File: src/rtl/readout_pkg.sv
// Shared types for the capture-buffer readout block: FSM state encoding and
// the sample-to-byte sizing helper used by the readout top and its handshake.
package readout_pkg;

    typedef enum logic [2:0] {
        IDLE     = 3'd0,
        FETCH    = 3'd1,
        WAIT_MEM = 3'd2,
        SEND     = 3'd3,
        WAIT_HI  = 3'd4,
        WAIT_LO  = 3'd5,
        CHKSUM   = 3'd6,
        DONE     = 3'd7
    } readout_state_t;

    function automatic int unsigned bytes_per_sample(input int unsigned width);
        return (width + 32'd7) / 32'd8;
    endfunction

endpackage

File: src/rtl/sample_readout_if.sv
// Capture-RAM read port plus UART byte handshake, grouped for the readout block.
// master = readout side, slave = RAM/UART side.
interface sample_readout_if #(
    parameter int SAMPLE_WIDTH = 8,
    parameter int ADDR_WIDTH   = 10
);
    logic [ADDR_WIDTH-1:0]   mem_addr;
    logic                    mem_rd_en;
    logic [SAMPLE_WIDTH-1:0] mem_data;
    logic                    tx_busy;
    logic                    trans_en;
    logic [7:0]              tx_byte;

    modport master (
        output mem_addr, mem_rd_en, trans_en, tx_byte,
        input  mem_data, tx_busy
    );

    modport slave (
        input  mem_addr, mem_rd_en, trans_en, tx_byte,
        output mem_data, tx_busy
    );
endinterface

File: src/rtl/tx_byte_handshake.sv
// Single-byte UART handshake: launches a byte when the UART is idle, then tracks
// tx_busy high and low again; ack pulses in the cycle tx_busy is seen falling.
module tx_byte_handshake
    import readout_pkg::*;
(
    input  logic       clock,
    input  logic       reset,
    input  logic       req,
    input  logic [7:0] req_byte,
    input  logic       tx_busy,
    output logic       ack,
    output logic       trans_en,
    output logic [7:0] tx_byte
);

    readout_state_t hs_state_q, hs_state_d;
    logic           trans_en_q, trans_en_d;
    logic [7:0]     tx_byte_q,  tx_byte_d;

    // Next-state logic for the launch / wait-high / wait-low sequence.
    always_comb begin
        hs_state_d = hs_state_q;
        trans_en_d = 1'b0;
        tx_byte_d  = tx_byte_q;
        case (hs_state_q)
            IDLE: begin
                if (req && !tx_busy) begin
                    trans_en_d = 1'b1;
                    tx_byte_d  = req_byte;
                    hs_state_d = WAIT_HI;
                end else begin
                    hs_state_d = IDLE;
                end
            end
            WAIT_HI: begin
                if (tx_busy) begin
                    hs_state_d = WAIT_LO;
                end else begin
                    hs_state_d = WAIT_HI;
                end
            end
            WAIT_LO: begin
                if (!tx_busy) begin
                    hs_state_d = IDLE;
                end else begin
                    hs_state_d = WAIT_LO;
                end
            end
            default: hs_state_d = IDLE;
        endcase
    end

    // Handshake state and registered UART outputs.
    always_ff @(posedge clock or negedge reset) begin
        if (!reset) begin
            hs_state_q <= IDLE;
            trans_en_q <= 1'b0;
            tx_byte_q  <= 8'h00;
        end else begin
            hs_state_q <= hs_state_d;
            trans_en_q <= trans_en_d;
            tx_byte_q  <= tx_byte_d;
        end
    end

    // Combinational so the parent can advance on the same edge the byte completes.
    assign ack      = (hs_state_q == WAIT_LO) && !tx_busy;
    assign trans_en = trans_en_q;
    assign tx_byte  = tx_byte_q;

endmodule

File: src/rtl/sample_readout.sv
// Reads captured samples newest-first and streams them LSB byte first to the UART.
// Optional READOUT_CHECKSUM_EN appends an XOR-of-all-bytes after the last sample.
module sample_readout
    import readout_pkg::*;
#(
    parameter int SAMPLE_WIDTH = 8,
    parameter int ADDR_WIDTH   = 10
) (
    input  logic                  clock,
    input  logic                  reset,
    input  logic                  start,
    input  logic                  abort,
    input  logic [ADDR_WIDTH-1:0] last_addr,
    input  logic [ADDR_WIDTH:0]   read_count,
    output logic                  busy,
    output logic                  done,
    sample_readout_if.master      bus
);

    localparam int BPS = int'(bytes_per_sample(SAMPLE_WIDTH));
    localparam int SW  = BPS * 8;
    localparam logic [7:0]            LAST_IDX = 8'(BPS - 1);
    localparam logic [ADDR_WIDTH:0]   DEPTH    = {1'b1, {ADDR_WIDTH{1'b0}}};
    localparam logic [ADDR_WIDTH:0]   ONE_CNT  = {{ADDR_WIDTH{1'b0}}, 1'b1};
    localparam logic [ADDR_WIDTH-1:0] ONE_ADDR = {{(ADDR_WIDTH-1){1'b0}}, 1'b1};
`ifdef READOUT_CHECKSUM_EN
    localparam readout_state_t AFTER_LAST = CHKSUM;
`else
    localparam readout_state_t AFTER_LAST = DONE;
`endif

    readout_state_t        state_q, state_d;
    logic [ADDR_WIDTH:0]   remaining_q, remaining_d;
    logic [ADDR_WIDTH-1:0] addr_q, addr_d;
    logic [SW-1:0]         shift_q, shift_d;
    logic [7:0]            byte_idx_q, byte_idx_d;
    logic [ADDR_WIDTH-1:0] mem_addr_q, mem_addr_d;
    logic                  mem_rd_en_q, mem_rd_en_d;
    logic                  busy_q, busy_d;
    logic                  done_q, done_d;
`ifdef READOUT_CHECKSUM_EN
    logic [7:0]            xor_q, xor_d;
`endif

    logic       hs_req_s;
    logic [7:0] hs_byte_s;
    logic       hs_ack_s;

    // Byte source for the handshake: the sample shifter, or the checksum.
    always_comb begin
        hs_req_s  = (state_q == SEND);
        hs_byte_s = shift_q[7:0];
`ifdef READOUT_CHECKSUM_EN
        if (state_q == CHKSUM) begin
            hs_req_s  = 1'b1;
            hs_byte_s = xor_q;
        end else begin
            hs_req_s  = (state_q == SEND);
        end
`endif
    end

    tx_byte_handshake u_hs (
        .clock    (clock),
        .reset    (reset),
        .req      (hs_req_s),
        .req_byte (hs_byte_s),
        .tx_busy  (bus.tx_busy),
        .ack      (hs_ack_s),
        .trans_en (bus.trans_en),
        .tx_byte  (bus.tx_byte)
    );

    // Fetch / serialize / count sequencing.
    always_comb begin
        state_d     = state_q;
        remaining_d = remaining_q;
        addr_d      = addr_q;
        shift_d     = shift_q;
        byte_idx_d  = byte_idx_q;
        busy_d      = busy_q;
        done_d      = 1'b0;
`ifdef READOUT_CHECKSUM_EN
        xor_d       = xor_q;
`endif
        case (state_q)
            IDLE: begin
                if (start && !busy_q) begin
                    remaining_d = (read_count > DEPTH) ? DEPTH : read_count;
                    addr_d      = last_addr;
                    busy_d      = 1'b1;
`ifdef READOUT_CHECKSUM_EN
                    xor_d       = 8'h00;
`endif
                    if (remaining_d == '0) begin
                        state_d = AFTER_LAST;
                    end else begin
                        state_d = FETCH;
                    end
                end else begin
                    busy_d = 1'b0;
                end
            end
            FETCH: state_d = WAIT_MEM;
            WAIT_MEM: begin
                shift_d                    = '0;
                shift_d[SAMPLE_WIDTH-1:0]  = bus.mem_data;
                byte_idx_d                 = 8'd0;
                state_d                    = SEND;
            end
            SEND: begin
                if (hs_ack_s) begin
                    shift_d    = shift_q >> 8;
                    byte_idx_d = byte_idx_q + 8'd1;
`ifdef READOUT_CHECKSUM_EN
                    xor_d      = xor_q ^ shift_q[7:0];
`endif
                    if (abort) begin
                        state_d = DONE;
                    end else if (byte_idx_q < LAST_IDX) begin
                        state_d = SEND;
                    end else begin
                        remaining_d = remaining_q - ONE_CNT;
                        addr_d      = addr_q - ONE_ADDR;
                        if (remaining_d != '0) begin
                            state_d = FETCH;
                        end else begin
                            state_d = AFTER_LAST;
                        end
                    end
                end else begin
                    state_d = SEND;
                end
            end
`ifdef READOUT_CHECKSUM_EN
            CHKSUM: begin
                if (hs_ack_s) begin
                    state_d = DONE;
                end else begin
                    state_d = CHKSUM;
                end
            end
`endif
            DONE: begin
                done_d  = 1'b1;
                state_d = IDLE;
            end
            default: state_d = IDLE;
        endcase
        mem_rd_en_d = (state_d == FETCH);
        mem_addr_d  = (state_d == FETCH) ? addr_d : mem_addr_q;
    end

    // Controller state, counters and registered outputs.
    always_ff @(posedge clock or negedge reset) begin
        if (!reset) begin
            state_q     <= IDLE;
            remaining_q <= '0;
            addr_q      <= '0;
            shift_q     <= '0;
            byte_idx_q  <= 8'd0;
            mem_addr_q  <= '0;
            mem_rd_en_q <= 1'b0;
            busy_q      <= 1'b0;
            done_q      <= 1'b0;
`ifdef READOUT_CHECKSUM_EN
            xor_q       <= 8'h00;
`endif
        end else begin
            state_q     <= state_d;
            remaining_q <= remaining_d;
            addr_q      <= addr_d;
            shift_q     <= shift_d;
            byte_idx_q  <= byte_idx_d;
            mem_addr_q  <= mem_addr_d;
            mem_rd_en_q <= mem_rd_en_d;
            busy_q      <= busy_d;
            done_q      <= done_d;
`ifdef READOUT_CHECKSUM_EN
            xor_q       <= xor_d;
`endif
        end
    end

    assign busy          = busy_q;
    assign done          = done_q;
    assign bus.mem_addr  = mem_addr_q;
    assign bus.mem_rd_en = mem_rd_en_q;

endmodule

File: src/flat_wrapper.sv
// flat-port wrapper written by rule: the top's interface ports become plain ports
module sample_readout_flat import readout_pkg::*;
#(
    parameter int SAMPLE_WIDTH = 8,
    parameter int ADDR_WIDTH   = 10
)
  (clock, reset, start, abort, last_addr, read_count, busy, done, bus_mem_addr, bus_mem_rd_en, bus_trans_en, bus_tx_byte, bus_mem_data, bus_tx_busy);
  sample_readout_if #(.SAMPLE_WIDTH(SAMPLE_WIDTH), .ADDR_WIDTH(ADDR_WIDTH)) bus_i ();
  input  logic clock;
  input  logic reset;
  input  logic start;
  input  logic abort;
  input  logic [ADDR_WIDTH-1:0] last_addr;
  input  logic [ADDR_WIDTH:0] read_count;
  output logic busy;
  output logic done;
  output wire logic [$bits(bus_i.mem_addr)-1:0] bus_mem_addr;
  output wire logic [$bits(bus_i.mem_rd_en)-1:0] bus_mem_rd_en;
  output wire logic [$bits(bus_i.trans_en)-1:0] bus_trans_en;
  output wire logic [$bits(bus_i.tx_byte)-1:0] bus_tx_byte;
  input wire logic [$bits(bus_i.mem_data)-1:0] bus_mem_data;
  input wire logic [$bits(bus_i.tx_busy)-1:0] bus_tx_busy;
  assign bus_mem_addr = bus_i.mem_addr;
  assign bus_mem_rd_en = bus_i.mem_rd_en;
  assign bus_trans_en = bus_i.trans_en;
  assign bus_tx_byte = bus_i.tx_byte;
  assign bus_i.mem_data = bus_mem_data;
  assign bus_i.tx_busy = bus_tx_busy;
  sample_readout #(.SAMPLE_WIDTH(SAMPLE_WIDTH), .ADDR_WIDTH(ADDR_WIDTH)) u_core (.clock(clock), .reset(reset), .start(start), .abort(abort), .last_addr(last_addr), .read_count(read_count), .busy(busy), .done(done), .bus(bus_i));
endmodule
File: config.mk
export PLATFORM = sky130hd
export DESIGN_NAME = sample_readout_flat
export DESIGN_NICKNAME = d
export VERILOG_FILES = /design/src/rtl/readout_pkg.sv /design/src/rtl/sample_readout_if.sv /design/src/rtl/tx_byte_handshake.sv /design/src/rtl/sample_readout.sv /design/src/flat_wrapper.sv
export SDC_FILE = /design/constraint.sdc
export NUM_CORES = 1
export LEC_CHECK = 0
export CAP_MARGIN = 20
export CORE_MARGIN = 5
export CORE_UTILIZATION = 51
export DETAILED_ROUTE_END_ITERATION = 7
export GPL_ROUTABILITY_DRIVEN = 0
export PLACE_DENSITY = 0.89
export RECOVER_POWER = 100
export SLEW_MARGIN = 20
export SYNTH_ARGS = -nofsm -noshare
export SYNTH_HDL_FRONTEND = slang
export SYNTH_SLANG_ARGS = --single-unit
File: constraint.sdc
create_clock -name clock -period 2.9 [get_ports clock]
set_input_delay 0.725 -clock clock [delete_from_list [all_inputs] [get_ports clock]]
set_output_delay 0.725 -clock clock [all_outputs]
set_load 0.005 [all_outputs]
**Word-level counts from Yosys, hierarchy flattened**

Cells that the tools add are included.
W data, S select, Z words.

- Input bits: 34
- Bits in registers: 65
- Memories: 0
- Bits in read-only memories: 0
- Latch bits: 0
- Output and inout port bits: 22
- RAM bits: 0
- Logic and storage cells: 72

- Shifts and indexed selects: 0
- Eq/ne operators: 11
- Multiplexer cells: 30
- Add/subtract/negate cells: 3
- Reduce and logical (&&, ||, !) cells: 14
- Magnitude comparators: 2
- Divide/modulo/power cells: 0
- Multiply operators: 0
- Bitwise logic cells: 0

Operators by type and width:

| kind | number |
|---|---|
| $mux W11 | 5 |
| $mux W10 | 4 |
| $pmux W8 S2 | 2 |
| $mux W3 | 8 |
| $pmux W11 S2 | 1 |
| $pmux W10 S2 | 1 |
| $mux W8 | 2 |
| $pmux W3 S4 | 1 |
| $gt A11 B11 Y1 const B | 1 |
| $logic_not A11 Y1 | 1 |
| $reduce_bool A11 Y1 | 1 |
| $sub A11 B1 Y11 const B | 1 |
| $sub A10 B1 Y10 const B | 1 |
| $eq A3 B3 Y1 const B | 3 |
| $pmux W3 S3 | 1 |
| $add A8 B1 Y8 const B | 1 |
| $lt A8 B1 Y1 const B | 1 |
| $eq A3 B1 Y1 const B | 2 |
| $eq A3 B2 Y1 const B | 2 |
| $logic_not A3 Y1 | 2 |
| $mux W1 | 5 |
| $reduce_and A5 Y1 | 1 |
| $ne A2 B1 Y1 const B | 2 |
| $ne A2 B2 Y1 const B | 2 |
| other kinds (4) | 9 |

**Logic depth before layout (Yosys ltp)**

- Depth in word-level cells: 8
- Gate-level depth with buffers: 10
- Mapped depth without buffers: 8

**Hierarchy**

Synthesis repeated with hierarchy kept, for this count alone.

- Cell total of the unflattened synthesis: 260
- Area total of the unflattened synthesis: 2737.6 µm²

By module, submodules not included:

| module | area an instance (µm²) | times used | cells each | seq. area each (µm²) |
|---|---|---|---|---|
| sample_readout | 2313.5 | 1 | 235 | 1126.1 |
| tx_byte_handshake | 424.2 | 1 | 25 | 275.3 |

**Least setup slack after synthesis**

OpenSTA, ideal clock, no wires.

- Path kind: register -> register
- From: reg u_core.remaining_q[0]
- To: reg u_core.mem_addr_q[0], in the netlist u_core.bus.mem_addr[0]
- Library setup time: 0.125 ns
- Buffers on the path: 2
- Clock period less this slack: 2.595 ns
- Stages on the path, launching flop included: 11
- Required time: 2.775 ns
- Path slack: 0.305 ns
- Arrival time: 2.470 ns
- Path through: dfrtp_1 > inv_1 > ha_1 > buf_4 > or4b_4 > nor4_4 > xor2_1 > nor3_1 > a211oi_2 > buf_6 > mux2_2

- Longest elaborated chain between the ends: 8

Ends and longest elaborated chain:

| item | line | RTL |
|---|---|---|
| from (decl) | sample_readout.sv:33 | `logic [ADDR_WIDTH:0] remaining_q, remaining_d;` |
| from (signal assigned) | sample_readout.sv:171 | `remaining_q <= remaining_d;` |
| $sub A11 B1 Y11 | sample_readout.sv:123 | `remaining_d = remaining_q - ONE_CNT;` |
| $reduce_bool A11 Y1 | sample_readout.sv:125 | `if (remaining_d != '0) begin` |
| $mux W3 | sample_readout.sv:125 |  |
| $mux W3 | sample_readout.sv:120 | `end else if (byte_idx_q < LAST_IDX) begin` |
| $mux W3 | sample_readout.sv:118 | `if (abort) begin` |
| $mux W3 | sample_readout.sv:112 | `if (hs_ack_s) begin` |
| $pmux W3 S4 | sample_readout.sv:86 | `case (state_q)` |
| $eq A3 B1 Y1 | - |  |
| named net u_core.mem_rd_en_d | sample_readout.sv:38 | `logic mem_rd_en_q, mem_rd_en_d;` |
| to (signal assigned) | sample_readout.sv:175 | `mem_addr_q <= mem_addr_d;` |
| to (decl) | sample_readout.sv:37 | `logic [ADDR_WIDTH-1:0] mem_addr_q, mem_addr_d;` |

The timed path passes the listed nets, and every way through them passes these cells.
A chain may end at the register's enable or synchronous reset.

**Worst setup path after layout**

- From: in read_count[1]
- To: reg u_core.mem_addr_q[7], in the netlist u_core.bus.mem_addr[7]

- Longest elaborated chain between the ends: 7

Ends and longest elaborated chain:

| item | line | RTL |
|---|---|---|
| from (decl) | flat_wrapper.sv:14 | `input logic [ADDR_WIDTH:0] read_count;` |
| $gt A11 B11 Y1 | sample_readout.sv:89 | `remaining_d = (read_count > DEPTH) ? DEPTH : read_count;` |
| $mux W11 * | sample_readout.sv:89 |  |
| $logic_not A11 Y1 * | sample_readout.sv:95 | `if (remaining_d == '0) begin` |
| $mux W3 * | sample_readout.sv:95 |  |
| $mux W3 * | sample_readout.sv:88 | `if (start && !busy_q) begin` |
| $pmux W3 S4 * | sample_readout.sv:86 |  |
| $eq A3 B1 Y1 * | sample_readout.sv:151 | `mem_addr_d = (state_d == FETCH) ? addr_d : mem_addr_q;` |

Every way passes the cells marked *; elsewhere a longest branch is shown, timed or not.

==> results by stage <==
Setup path:
- The launch instance of the worst register-to-register path is u_core.remaining_q[1]$_DFFE_PN0P_.
- The worst setup path is launched from an input port.
- The worst register-to-register path has a depth of 9.
- The type of element capturing the critical path is a flop.
- In this run the critical register-to-register path is captured at u_core.bus.mem_addr[7]$_DFFE_PN0N_.
- The launching instance or port of the critical path is read_count[1].
- The setup path with the least slack is of type in -> reg.
- The largest driver fanout on the critical path is 11.
- STA puts the critical path data required time at approximately 3.1 ns.
- For flop-to-flop paths, the worst setup slack is ~0.26 ns.
- The endpoint arrival time on the critical path is 2.87 ns.

Final layout:
- Fill cells in the final layout number 420.
- The net total in the final layout is 404.
- The final standard cell area without fillers is 0.00359 sq mm.
- The repair_antennas step left the layout with diodes totalling 0.
- The layout cell share with drive strength beyond 1 is 9.81%.
- Relative to the synthesized area, the layout overhead comes to 28.5%.

Timing:
- The worst pin sits at a relative slew slack of under 10%.
- Setup repair after global routing left no endpoint under its margin.
- At the pin with the least slew margin, the transition time is 1.39 ns.
- Dividing the final minimum period by the clock period gives 92.3%.
- The final worst setup slack is 0.222 ns.
- The minimum clock period after layout is 2.68 ns.
- The number of slew-limit violations in the final report came to 0.
- On the final layout, the worst clock skew is around 0.0052 ns.
- The final count of negative-setup-slack endpoints is 0.
- The maximum frequency from static timing analysis is about 0.37 GHz.
- On the final layout, the worst hold slack is 0.477 ns.
- The hold violation count in the final report is 0.

Floorplan:
- The I/O pin count is 56.
- For this configuration, the core starts out at a cell density of 51.7%.
- The vertical die dimension is 84 um.
- The floorplan step defined a die boundary enclosing about 0.007 sq mm.
- The die boundary width is 84 um.
- After floorplanning, the core was divided into 27 placement rows.
- The standard cell core area is around 0.0054 sq mm.

Logic synthesis:
- The mapped cell area is 0.00279 sq mm.
- The count of state elements after synthesis is 56.
- The post-synth net total is 335.
- The number of different library cells used by synthesis comes to 49.
- The share of synthesized flip-flops with an asynchronous set or reset is 100%.
- In the synthesized netlist, the number of instances is 298.
- After synthesis, the largest area contributor takes up 50.2% of total cell area.
- The synthesized design contains 0 enable-type register cells.
- By instance count, the leading cell after synthesis is dfrtp_1.
- The fraction of the yosys area taken by sequential cells is between 50% and 60%.
- Ranked by instance count, the synthesized netlist is headed by 56 x dfrtp_1, 53 x nand2_1, 29 x o21ai_0.
- After synthesis, the cell types taking the most area are dfrtp_1 50%, nand2_1 7.1%, o21ai_0 5.2%, mux2_2 4.8%, nor2_1 3.6%.
- Each instance of the synthesized netlist takes up on average 9.37 sq um.
- The yosys synthesis warning count is 0.
- Summed over all instances, the cell type with the most area after synthesis is dfrtp_1.
- The leading register cell type out of synthesis is dfrtp_1.

Routing:
- The via count is between 2k and 2.5k.
- The mean routed wirelength per cell is around 15 um.
- The routed design has 6640 um of wire.
- The detailed router finished its first iteration with 208 violations.
- The first detailed-routing pass ran for 5 iterations.
- The count of nets left with antenna violations once routing finished came out at 0.
- The final routed DRC violation total is 0.
- The per-cell via count in the routed design is 5.60.

Min path:
- The min-delay analysis places its worst path in the category reg -> reg.
- The startpoint of the tightest hold check path is u_core.u_hs.tx_byte[2]$_DFFE_PN0P_.
- Counting instances, the worst hold path has a depth of 2.
- For hold timing, the worst endpoint is u_core.u_hs.tx_byte[2]$_DFFE_PN0P_.

Global route:
- The via count of the first global-routing pass is 2454.
- The global routing usage on met3 is 3.36%.
- The peak-usage layer in the global routing report is met2.
- The first global-routing pass estimated about 11000 um of wire.
- Entering global routing, the biggest net connects 31 pins.
- The overall routing resource usage is 19.6%.
- The met1 layer usage reported by global route is 26.4%.
- The initial antenna violation count is 0.
- The global-route track usage on met2 is between 30% and 40%.
- For this run the aggregate overflow at the end of global routing stands at 0.

Clock tree:
- The TritonCTS sink count is 56.
- The root buffer cell chosen for the clock tree is clkbuf_8.
- Clock latency on the worst-skew pair, taken at its later pin, is 0.30 ns.
- CTS built an H-tree with a depth of 2.
- Counting the buffers created by CTS gives 5.
- The clock transition at the registers of the reported paths is 0.09 ns.
- The TritonCTS clock tree is built.
- In this run, post-CTS hold repair placed 0 buffers.
- In this run the deepest clock path goes through 2 buffers.

Power:
- Across the VDD grid, the largest voltage drop is approximately 0.48 mV.
- Summed over all cells, the static leakage comes to 1.60 nW.
- Power spread over the standard cell area amounts to 916 mW/mm^2.

Place:
- Timing analysis after detailed placement gives a worst setup slack of -0.229 ns.
- The number of port buffers is 55.
- The instance area at placement is 0.00352 sq mm.
- Detailed placement finished with a half-perimeter wire length of 4930 um.

Status:
- The flow ran to the end, and the final reports show no timing, DRC or antenna violations.

Flow run:
- The number of maximum-capacitance violations is 0.
-- flip-flops by register name, indices dropped and copies added, names as in the netlist --
register / count
u_core.busy: 1
u_core.bus.mem_addr: 10
u_core.u_hs.hs_state_q: 2
u_core.state_q: 3
u_core.addr_q: 10
u_core.u_hs.trans_en: 1
u_core.hs_byte_s: 8
u_core.u_hs.tx_byte: 8
u_core.done: 1
u_core.bus.mem_rd_en: 1
u_core.remaining_q: 11
-- cell usage in the layout (no fill, tap or decap), types with 8 or more instances in the layout --
cell              n
dfrtp_1          56
a21oi_1          15
nor2_1           27
inv_1             8
buf_4            13
mux2_2           12
dlygate4sd3_1    23
nor3_1            9
clkdlybuf4s50_1  31
nand2_1          53
o21ai_0          29
-- worst max-delay path by stage --
stage                                                     to  cells past startpoint
after global routing      u_core.bus.mem_addr[5]$_DFFE_PN0N_                      9
after CTS                 u_core.bus.mem_addr[6]$_DFFE_PN0N_                      8
after global placement    u_core.bus.mem_addr[9]$_DFFE_PN0N_                      6
after detailed placement  u_core.bus.mem_addr[2]$_DFFE_PN0N_                      6
final                     u_core.bus.mem_addr[7]$_DFFE_PN0N_                      8
after floorplan           u_core.bus.mem_addr[0]$_DFFE_PN0N_                     10
-- layer usage --
metal | vias to the layer above | routed length, um | share of wire [%]
li1 | 1193 | - | -
met1 | 1160 | 2950 | 44
met2 | 95 | 3250 | 49
met3 | 11 | 338 | 5.1
met4 | 0 | 112 | 1.7
met5 | - | 0 | 0
-- logic make-up after synthesis --
logic type	synth area share (%)
flip-flops	50.2
multiplexers	4.84
XOR/XNOR	1.88
AO/OA/AOI/OAI	16.6
buffers and inverters	3.58
AND/OR/NAND/NOR	21.5
adder cells (fa/ha/maj)	1.34
-- report_power, final --
part / internal [mW] / switching, mW / total, mW / leakage, nW
combinational: 0.733 / 0.793 / 1.53 / 0.843
clock: 0.165 / 0.235 / 0.400 / 0.0410
sequential: 1.10 / 0.264 / 1.36 / 0.714
total: 2.00 / 1.29 / 3.29 / 1.60
-- timing repair --
| action | 4_1_cts | 5_1_grt |
|---|---|---|
| resized for setup | 1 | 0 |
| endpoints found under the setup margin | 10 | 10 |
| setup buffers | 0 | 1 |
| pin swaps | 0 | 1 |
-- metrics by stage --
stage          util [%]  std cells  TNS (ns)  power (mW)
3_3_place_gp       65.2        431     -1.49        2.83
2_1_floorplan         -        298         0        2.29
5_1_grt            66.4        439         0        3.54
6_report           66.4        439         0        3.29
4_1_cts            66.8        438         0        3.34
3_5_place_dp       65.2        431     -2.20        2.92
-- final cells by class --
type	count	area [sq um]	area share (%)
clock inverters	1	5.00	0.139
repair buffers	76	691	19.2
multi-input cells	219	1290	36.1
clock buffers	6	72.6	2.02
flip-flops and latches	56	1400	39.1
well taps	72	90.1	2.51
inverters	9	33.8	0.941
-- critical path, cell delays in order --
cell	delay, ns
clkdlybuf4s50_1	0.43
nor4_1	0.31
nand3_1	0.16
or4_1	0.53
o2111ai_1	0.18
a211oi_4	0.09
buf_12	0.18
mux2_2	0.27
Note: power is estimated with default switching activity, not from simulation.
